--- config.mk ---
export PLATFORM = sky130hd
export DESIGN_NAME = btb_fill_ctrl_flat
export DESIGN_NICKNAME = d
export VERILOG_FILES = /design/src/rtl/btb_fill_ctrl_if.sv /design/src/rtl/btb_fill_ctrl.sv /design/src/flat_wrapper.sv
export SDC_FILE = /design/constraint.sdc
export NUM_CORES = 1
export LEC_CHECK = 0
export CELL_PAD_IN_SITES_DETAIL_PLACEMENT = 1
export CELL_PAD_IN_SITES_GLOBAL_PLACEMENT = 1
export CORE_UTILIZATION = 40
export CTS_BUF_LIST = sky130_fd_sc_hd__clkbuf_8
export CTS_CLUSTER_DIAMETER = 100
export DETAILED_ROUTE_END_ITERATION = 8
export PLACE_DENSITY_LB_ADDON = 0.3
export SLEW_MARGIN = 20
export SYNTH_ARGS = -nofsm -noshare
export SYNTH_HDL_FRONTEND = slang
export SYNTH_SLANG_ARGS = --single-unit
--- constraint.sdc ---
create_clock -name clk -period 5.5 [get_ports clk]
set_input_delay 1.1 -clock clk [delete_from_list [all_inputs] [get_ports clk]]
set_output_delay 1.1 -clock clk [all_outputs]
set_load 0.01 [all_outputs]
--- src/rtl/btb_fill_ctrl_if.sv ---
// BTB write port: the fill controller presents one queued entry per cycle, the BTB
// accepts it with btb_wr_ready.
interface btb_fill_ctrl_if;
    logic        btb_wr_valid;
    logic        btb_wr_ready;
    logic        BTBWriteD;
    logic [31:0] pcD;
    logic [31:0] branchimmD;
    logic [2:0]  funct3D;

    modport master (
        output btb_wr_valid,
        output BTBWriteD,
        output pcD,
        output branchimmD,
        output funct3D,
        input  btb_wr_ready
    );

    modport slave (
        input  btb_wr_valid,
        input  BTBWriteD,
        input  pcD,
        input  branchimmD,
        input  funct3D,
        output btb_wr_ready
    );
endinterface

--- src/rtl/btb_fill_ctrl.sv ---
// Decode-side BTB writer: checks the fetch-time BTB prediction against the decoded
// instruction, raises redirects and queues fills into a small FIFO that drains to the BTB.
module btb_fill_ctrl #(
    parameter int unsigned QDEPTH = 2,
    parameter int unsigned DROP_W = 16
) (
    input  logic                     clk,
    input  logic                     reset,
    input  logic                     stallD,
    input  logic                     flushD,
    input  logic                     validF,
    input  logic [31:0]              pcF,
    input  logic                     BTBHit,
    input  logic [31:0]              branchimmF,
    input  logic [31:0]              instrD,
    output logic                     redirectD,
    output logic [31:0]              redirect_pc,
    btb_fill_ctrl_if.master          wr,
    output logic [$clog2(QDEPTH):0]  q_count,
    output logic [DROP_W-1:0]        drop_cnt
);

    localparam int unsigned AW = $clog2(QDEPTH);
    localparam int unsigned CW = AW + 1;

    localparam logic [6:0] OpBranch = 7'b1100011;
    localparam logic [6:0] OpJal    = 7'b1101111;

    typedef struct packed {
        logic [31:0] pc;
        logic [31:0] imm;
        logic [2:0]  f3;
    } entry_t;

    logic        valid_q;
    logic [31:0] pc_q;
    logic        hit_q;
    logic [31:0] imm_q;

    always_ff @(posedge clk or negedge reset) begin
        if (!reset) begin
            valid_q <= 1'b0;
            pc_q    <= '0;
            hit_q   <= 1'b0;
            imm_q   <= '0;
        end else if (!stallD) begin
            if (flushD) begin
                valid_q <= 1'b0;
            end else begin
                valid_q <= validF;
                pc_q    <= pcF;
                hit_q   <= BTBHit;
                imm_q   <= branchimmF;
            end
        end
    end

    logic [6:0]  opcode;
    logic        is_br;
    logic        is_jal;
    logic        ctl;
    logic [31:0] dec_imm;
    logic [2:0]  dec_f3;
    logic        ev;
    logic        mismatch;
    logic        fill_req;

    assign opcode = instrD[6:0];
    assign is_br  = (opcode == OpBranch);
    assign is_jal = (opcode == OpJal);
    assign ctl    = is_br | is_jal;

    always_comb begin
        dec_imm = '0;
        dec_f3  = 3'b000;
        if (is_br) begin
            dec_imm = {{19{instrD[31]}}, instrD[31], instrD[7], instrD[30:25], instrD[11:8], 1'b0};
            dec_f3  = instrD[14:12];
        end else if (is_jal) begin
            dec_imm = {{11{instrD[31]}}, instrD[31], instrD[19:12], instrD[20],
                       instrD[30:21], 1'b0};
            dec_f3  = 3'b010;
        end
    end

    // An instruction is judged only on the cycle it leaves decode, so stalls never re-fire it.
    assign ev       = valid_q & ~stallD;
    assign mismatch = (imm_q != dec_imm);
    assign fill_req = ev & ctl & (~hit_q | mismatch);

    always_comb begin
        redirectD   = 1'b0;
        redirect_pc = '0;
        if (ev && !ctl && hit_q) begin
            redirectD   = 1'b1;
            redirect_pc = pc_q + 32'd4;
        end else if (ev && ctl && hit_q && mismatch) begin
            redirectD   = 1'b1;
            redirect_pc = pc_q + dec_imm;
        end
    end

    entry_t        mem [QDEPTH];
    logic [AW-1:0] head_q, tail_q;
    logic [CW-1:0] count_q;
    logic [DROP_W-1:0] drop_q;
    logic          not_empty;
    logic          full;
    logic          deq;
    logic          enq;
    logic          drop;

    assign not_empty = (count_q != '0);
    assign full      = (count_q == CW'(QDEPTH));
    assign deq       = not_empty & wr.btb_wr_ready;
    // A full queue still accepts when the head leaves in the same cycle.
    assign enq       = fill_req & (~full | deq);
    assign drop      = fill_req & full & ~deq;

    always_ff @(posedge clk) begin
        if (enq) begin
            mem[tail_q] <= '{pc: pc_q, imm: dec_imm, f3: dec_f3};
        end
    end

    always_ff @(posedge clk or negedge reset) begin
        if (!reset) begin
            head_q  <= '0;
            tail_q  <= '0;
            count_q <= '0;
            drop_q  <= '0;
        end else begin
            if (enq) tail_q <= tail_q + AW'(1);
            if (deq) head_q <= head_q + AW'(1);
            if (enq && !deq)      count_q <= count_q + CW'(1);
            else if (deq && !enq) count_q <= count_q - CW'(1);
            if (drop && drop_q != '1) drop_q <= drop_q + DROP_W'(1);
        end
    end

    always_comb begin
        wr.btb_wr_valid = not_empty;
        wr.BTBWriteD    = deq;
        wr.pcD          = '0;
        wr.branchimmD   = '0;
        wr.funct3D      = '0;
        if (not_empty) begin
            wr.pcD        = mem[head_q].pc;
            wr.branchimmD = mem[head_q].imm;
            wr.funct3D    = mem[head_q].f3;
        end
    end

    assign q_count  = count_q;
    assign drop_cnt = drop_q;

endmodule

--- src/flat_wrapper.sv ---
// flat-port wrapper written by rule: the top's interface ports become plain ports
module btb_fill_ctrl_flat 
#(
    parameter int unsigned QDEPTH = 2,
    parameter int unsigned DROP_W = 16
)
  (clk, reset, stallD, flushD, validF, pcF, BTBHit, branchimmF, instrD, redirectD, redirect_pc, q_count, drop_cnt, wr_btb_wr_valid, wr_BTBWriteD, wr_pcD, wr_branchimmD, wr_funct3D, wr_btb_wr_ready);
  btb_fill_ctrl_if wr_i ();
  input  logic clk;
  input  logic reset;
  input  logic stallD;
  input  logic flushD;
  input  logic validF;
  input  logic [31:0] pcF;
  input  logic BTBHit;
  input  logic [31:0] branchimmF;
  input  logic [31:0] instrD;
  output logic redirectD;
  output logic [31:0] redirect_pc;
  output logic [$clog2(QDEPTH):0] q_count;
  output logic [DROP_W-1:0] drop_cnt;
  output wire logic [$bits(wr_i.btb_wr_valid)-1:0] wr_btb_wr_valid;
  output wire logic [$bits(wr_i.BTBWriteD)-1:0] wr_BTBWriteD;
  output wire logic [$bits(wr_i.pcD)-1:0] wr_pcD;
  output wire logic [$bits(wr_i.branchimmD)-1:0] wr_branchimmD;
  output wire logic [$bits(wr_i.funct3D)-1:0] wr_funct3D;
  input wire logic [$bits(wr_i.btb_wr_ready)-1:0] wr_btb_wr_ready;
  assign wr_btb_wr_valid = wr_i.btb_wr_valid;
  assign wr_BTBWriteD = wr_i.BTBWriteD;
  assign wr_pcD = wr_i.pcD;
  assign wr_branchimmD = wr_i.branchimmD;
  assign wr_funct3D = wr_i.funct3D;
  assign wr_i.btb_wr_ready = wr_btb_wr_ready;
  btb_fill_ctrl #(.QDEPTH(QDEPTH), .DROP_W(DROP_W)) u_core (.clk(clk), .reset(reset), .stallD(stallD), .flushD(flushD), .validF(validF), .pcF(pcF), .BTBHit(BTBHit), .branchimmF(branchimmF), .instrD(instrD), .redirectD(redirectD), .redirect_pc(redirect_pc), .wr(wr_i), .q_count(q_count), .drop_cnt(drop_cnt));
endmodule
-- Yosys cells after proc, flatten, opt, wreduce, memory -nomap -nowiden
Memory sizes are Yosys's and may differ from the RTL's.
Cells that the tools add are included.
- register bits after elaboration: 86
- memory bits (writable): 134
- input bits: 103
- output and inout bits: 120
- logic and storage cells: 66
- memories kept: 1
- $add $sub $neg: 7
- equal/unequal tests: 5
- muxes and demuxes: 16
- bitwise logic cells: 15
- reduce and logical (&&, ||, !) cells: 14
- memory list (name ; depth ; width ; read ports ; clocked after memory_dff ; write ports ; RTL line ; source):
    u_core.mem ; 2 ; 67 ; 1 ; 0 ; 1 ; btb_fill_ctrl.sv:103 ; entry_t mem [QDEPTH];
- operators by type and width (kind ; count):
    two-way mux 32 bit ; 6
    adder 32 x 3 -> 32 bit (second input constant) ; 1
    adder 32 bit ; 1
    != test 32 bit ; 1
    adder 16 x 1 -> 16 bit (second input constant) ; 1
    != test 16 bit (second input constant) ; 1
    == test 7 bit (second input constant) ; 2
    logical AND 1 bit ; 8
    bitwise AND 1 bit ; 7
    two-way mux 2 bit ; 3
    two-way mux 3 bit ; 2
    two-way mux 1 bit ; 5
    NOT 1 bit ; 5
    nonzero test 2 bit ; 2
    zero test 1 bit ; 3
    OR 1 bit ; 3
    adder 1 bit (second input constant) ; 2
    adder 2 x 1 -> 2 bit (second input constant) ; 1
    == test 2 bit (second input constant) ; 1
    AND reduction 2 bit ; 1
    subtractor 2 x 1 -> 2 bit (second input constant) ; 1

-- Longest topological paths before layout
- depth in word-level cells: 11
- gate-level depth with buffers: 15
- depth with buffers taken out: 14

-- Worst setup path before layout
OpenSTA, ideal clock, no wires.
- kind: in2reg
- start: input port instrD[2]
- end: memory u_core.mem[0][0] (netlist name), enable pin
- setup time: 0.475 ns
- arrival time: 5.027 ns
- data required time: 5.025 ns
- path slack: -0.001 ns
- cell stages on the path: 10
- buffers on the path: 2
- cell sequence: buf_6 -> and2_1 -> buf_6 -> a21o_1 -> and2_4 -> a311oi_2 -> nor3_2 -> a31oi_1 -> and2_1 -> nor2b_1
- cells in the longest elaborated chain, start to end: 9
- elaborated cells on any way between the ends: 12
- classes of those cells: eq/ne (3); mux (4); bitwise (5)
- RTL lines (what ; RTL line ; source):
    start, declared ; flat_wrapper.sv:17 ; input logic [31:0] instrD;
    == test 7 bit ; btb_fill_ctrl.sv:70 ; assign is_jal = (opcode == OpJal);
    two-way mux 32 bit ; btb_fill_ctrl.sv:79 ; end else if (is_jal) begin
    two-way mux 32 bit * ; btb_fill_ctrl.sv:76 ; if (is_br) begin
    net u_core.dec_imm[2] ; btb_fill_ctrl.sv:62 ; logic [31:0] dec_imm;
    != test 32 bit * ; btb_fill_ctrl.sv:88 ; assign mismatch = (imm_q != dec_imm);
    OR 1 bit * ; btb_fill_ctrl.sv:89 ; assign fill_req = ev & ctl & (~hit_q | mismatch);
    bitwise AND 1 bit * ; btb_fill_ctrl.sv:89 ;
    bitwise AND 1 bit * ; btb_fill_ctrl.sv:117 ; assign enq = fill_req & (~full | deq);
    two-way mux 1 bit * ; btb_fill_ctrl.sv:121 ; if (enq) begin
    two-way mux 1 bit (not written as such) * ; btb_fill_ctrl.sv:122 ; mem[tail_q] <= '{pc: pc_q, imm: dec_imm, f3: dec_f3};
    end, declared ; btb_fill_ctrl.sv:103 ;
Mark *: on every way through the listed nets, which the timed path passes. The rest lies on a longest branch.

-- Worst setup path after layout
- start: input port instrD[3]
- end: output port redirect_pc[27]
- cells in the longest elaborated chain, start to end: 7
- elaborated cells on any way between the ends: 15
- classes of those cells: add/sub (1); eq/ne (3); mux (4); bitwise (1); reduce/logical (6)
- RTL lines (what ; RTL line ; source):
    == test 7 bit ; btb_fill_ctrl.sv:70 ;
    two-way mux 32 bit ; btb_fill_ctrl.sv:79 ;
    two-way mux 32 bit * ; btb_fill_ctrl.sv:76 ;
    net u_core.dec_imm[19] ; btb_fill_ctrl.sv:62 ;
    parallel branches: the longest is 2 deep, another holds adder 32 bit ; -- ;
    two-way mux 32 bit * ; btb_fill_ctrl.sv:97 ; end else if (ev && ctl && hit_q && mismatch) begin
    two-way mux 32 bit * ; btb_fill_ctrl.sv:94 ; if (ev && !ctl && hit_q) begin
    end, declared ; flat_wrapper.sv:19 ; output logic [31:0] redirect_pc;
Mark *: on every way through the listed nets, which the timed path passes.

==> metrics.txt <==
status=complete, but fails checks; failing checks=setup timing; pwr/cell area=285 nW/um^2; final WL=39,200 um; residual DRC count=0; Post-DP Area=14,900 um^2; NumNets Final=1,547; die area=28,700 um^2; peak fanout along the critical path=10; Max Cap Viol=0; Reg area=5460 um^2; RePlAce Congestion=0.911; Adder-Cell Fraction of Synth Area=4.53%; total of fill cells in the finished design=2,882; post-synthesis cell area=11,200 um^2; RSZ-0062 raised after global routing=true; Setup Skew=0.0218 ns; CTS buffer count=17; GRT overflow=0; initial antenna violation count=0; WP data required=4.40 ns; Lkg Pwr=6.62 nW; first-pass GRT wire length=58,900 um; Worst IR Drop VDD=146 uV; Setup crit end kind=output port; post-synthesis compound-gate area fraction=11.2%; worst reg2reg startpoint=u_core.imm_q[13]; Max Root-Sink Buffers=2; fmax=181 MHz; die span in y=169 um; HP Class=flip-flop to flip-flop; Synth Area in Simple Gates=14.5%; hold_buf cts=0; slack of the critical path=-0.0158 ns; Total GRT Usage=27.1%; input/output buffers=221; CTS Sinks=196; fin crit period=5.52 ns; root buffer cell=clkbuf_8; yosys warns=0; syn_nets=1,153; Area growth syn-to-layout=44.8%; final setup fails=1; Post-synth EDFFs=110; post-synthesis mux area share=11.6%; worst-margin pin slew=1.02 ns; Worst setup SP type=primary input; clock slew seen by the registers of the worst setup and hold paths=0.12 ns; XOR/XNOR share of the synthesized area=5.86%; routed length per instance=21.9 um; # H-tree levels=4; detailed placer's ending HPWL=27,300 um; routed via count=9,892; area of the multi-input gates=5930 um^2; Starting Density=41.2%; post-route ant nets=0; Design Area, Final=16,200 um^2; CTS tree=yes; crit path kind=primary input to output port; Seq cells post-synth=196; synth unique cells=82; pin count of the biggest net entering global routing=72; Hold Path Origin=u_core.drop_cnt[15]; Critical Path Start=instrD[3]; post-route insts no fill=1,789; DR vias/cell=5.53; WP data arrival=4.42 ns; WHS=0.529 ns; clk_lat worst skew=0.50 ns; Seq/Total Area, Yosys=48.6%; ys flop type=edfxtp_1; dpl ws=-0.965 ns; number of detailed-route iterations in the first pass=5; First DRT Iteration DRCs=632; fin crit share=100%; Row Count=60; ANT cells=0; largest family of logic cells by synthesized area=simple AND/OR/NAND/NOR gates; Hold Fails Final Rpt=0; Slew Limit Headroom=31.7%; # IOs=223; placed cell count=1,712; layout cell share with drive strength beyond 1=30.6%; Slew Limit Fails=0; Die Span X=169 um; Setup TNS=-0.0158 ns; Mean Syn Cell Area=11.1 um^2; Mapped Cells=1,010; core region area=27,300 um^2; Post-synth ARST share=43.9%; vias in the first global route=10,400
[final cells by class]
cell class	instances	area share, %
well taps	372	2.87
clock inverters	15	1.12
flip-flops and latches	196	33.6
repair buffers	433	23.8
inverters	25	0.578
multi-input cells	731	36.5
clock buffers	17	1.44
[registers in the layout, summed over array words and instances, names as in the netlist]
signal	count
u_core.mem	110
u_core.q_count	2
u_core.hit_q	1
u_core.drop_cnt	16
u_core.valid_q	1
u_core.imm_q	32
u_core.tail_q	1
u_core.head_q	1
u_core.pc_q	32
[cells in the final DEF, fill, tap and decap left out, drive strengths merged, types with 42 or more instances in the layout]
cell / n
mux2i: 59
mux2: 63
edfxtp: 110
clkdlybuf4s50: 181
nor2: 98
buf: 217
xnor2: 42
nand2: 58
dfrtp: 86
a21oi: 43
[cell usage after synthesis, types with 3 or more instances]
cell / count / area [um^2]
a211oi_1: 6 / 45.0
o22ai_1: 23 / 144
o21ai_0: 24 / 120
and4_1: 4 / 35.0
o211ai_1: 9 / 67.6
edfxtp_1: 110 / 3300
nor3_1: 12 / 60.1
buf_4: 15 / 113
xor2_1: 33 / 289
dfrtp_1: 86 / 2150
buf_2: 6 / 30.0
o2111ai_1: 6 / 52.6
buf_1: 5 / 18.8
nand2b_1: 7 / 43.8
nand2_1: 58 / 218
nor4_1: 6 / 37.5
buf_6: 4 / 45.0
nand4b_1: 4 / 35.0
a21o_1: 15 / 113
nor3b_1: 3 / 22.5
nand3_1: 30 / 150
nand4_1: 31 / 194
and3_1: 18 / 113
nor4b_1: 3 / 26.3
a311oi_2: 3 / 45.0
and2_1: 11 / 68.8
a21oi_1: 41 / 205
xnor2_1: 42 / 368
or3_1: 4 / 25.0
o32ai_2: 3 / 48.8
mux2i_1: 59 / 591
or3b_1: 4 / 35.0
nor2b_1: 4 / 25.0
ha_1: 39 / 488
inv_1: 25 / 93.8
mux2_2: 62 / 698
clkbuf_1: 27 / 101
a21boi_0: 4 / 30.0
o21a_1: 7 / 52.6
a31oi_1: 9 / 56.3
nor2_1: 98 / 368
[worst max-delay path: stages]
cell and delay [ns]:
clkbuf_2 0.13, bufbuf_16 0.29, or3b_4 0.40, a211oi_2 0.24
buf_4 0.19, ha_4 0.23, nor2_1 0.10, nor2_1 0.08
o22ai_2 0.22, nand2_2 0.10, o211ai_1 0.34, nand2_1 0.16
buf_4 0.16, buf_6 0.11, mux2i_2 0.14, o32ai_2 0.26
buf_2 0.17
[metrics by stage]
stage               util [%]  total power [mW]
floorplan                  -              2.68
global placement        54.8              3.53
finish                  59.6              4.63
CTS                     58.4              4.62
detailed placement      54.8              3.58
global route            59.6              4.84
[kinds of logic (layout without fill, tap and decap cells)]
logic type                 count (synthesis)  after routing
buffers and inverters                     83            490
xor gates and xnor gates                  75             75
other                                      1              1
and+or+nand+nor                          314            314
AOI/OAI and AO/OA                        179            179
DFF                                      196            196
adders and majority gates                 40             40
muxes                                    122            122
[power breakdown]
group          leakage, nW  total (mW)  switching [mW]  internal (mW)
combinational         4.44        1.72           0.756          0.967
clock                0.207       0.995           0.641          0.354
sequential            1.98        1.91           0.261           1.65
total                 6.62        4.63            1.66           2.97
[path summary, 6_finish.rpt]
kind | to | slack (ns) | cells after the start
worst max-delay path | redirect_pc[27] | -0.02 | 17
worst min-delay path | u_core.drop_cnt[15] | 0.53 | 1
worst max register to register | u_core.mem[0][46] | 2.00 | 12
worst min register to register | u_core.drop_cnt[15] | 0.53 | 1
max in group asynchronous | u_core.pc_q[30] | 3.82 | 2
min in group asynchronous | u_core.drop_cnt[9] | 0.56 | 1
[routing by layer]
metal	wire, um	vias up	global-route usage, %
li1	-	4543	-
met1	17000	4979	34.7
met2	19500	311	47.4
met3	1760	59	4.52
met4	917	0	7.21
met5	0	-	0
[repair_timing]
action,4_1_cts,5_1_grt
pin swaps,32,29
setup buffers,28,16
gates resized for setup,130,75
cloned,2,0
endpoints found under the setup margin,33,23
Note: power is estimated with default switching activity, not from simulation.
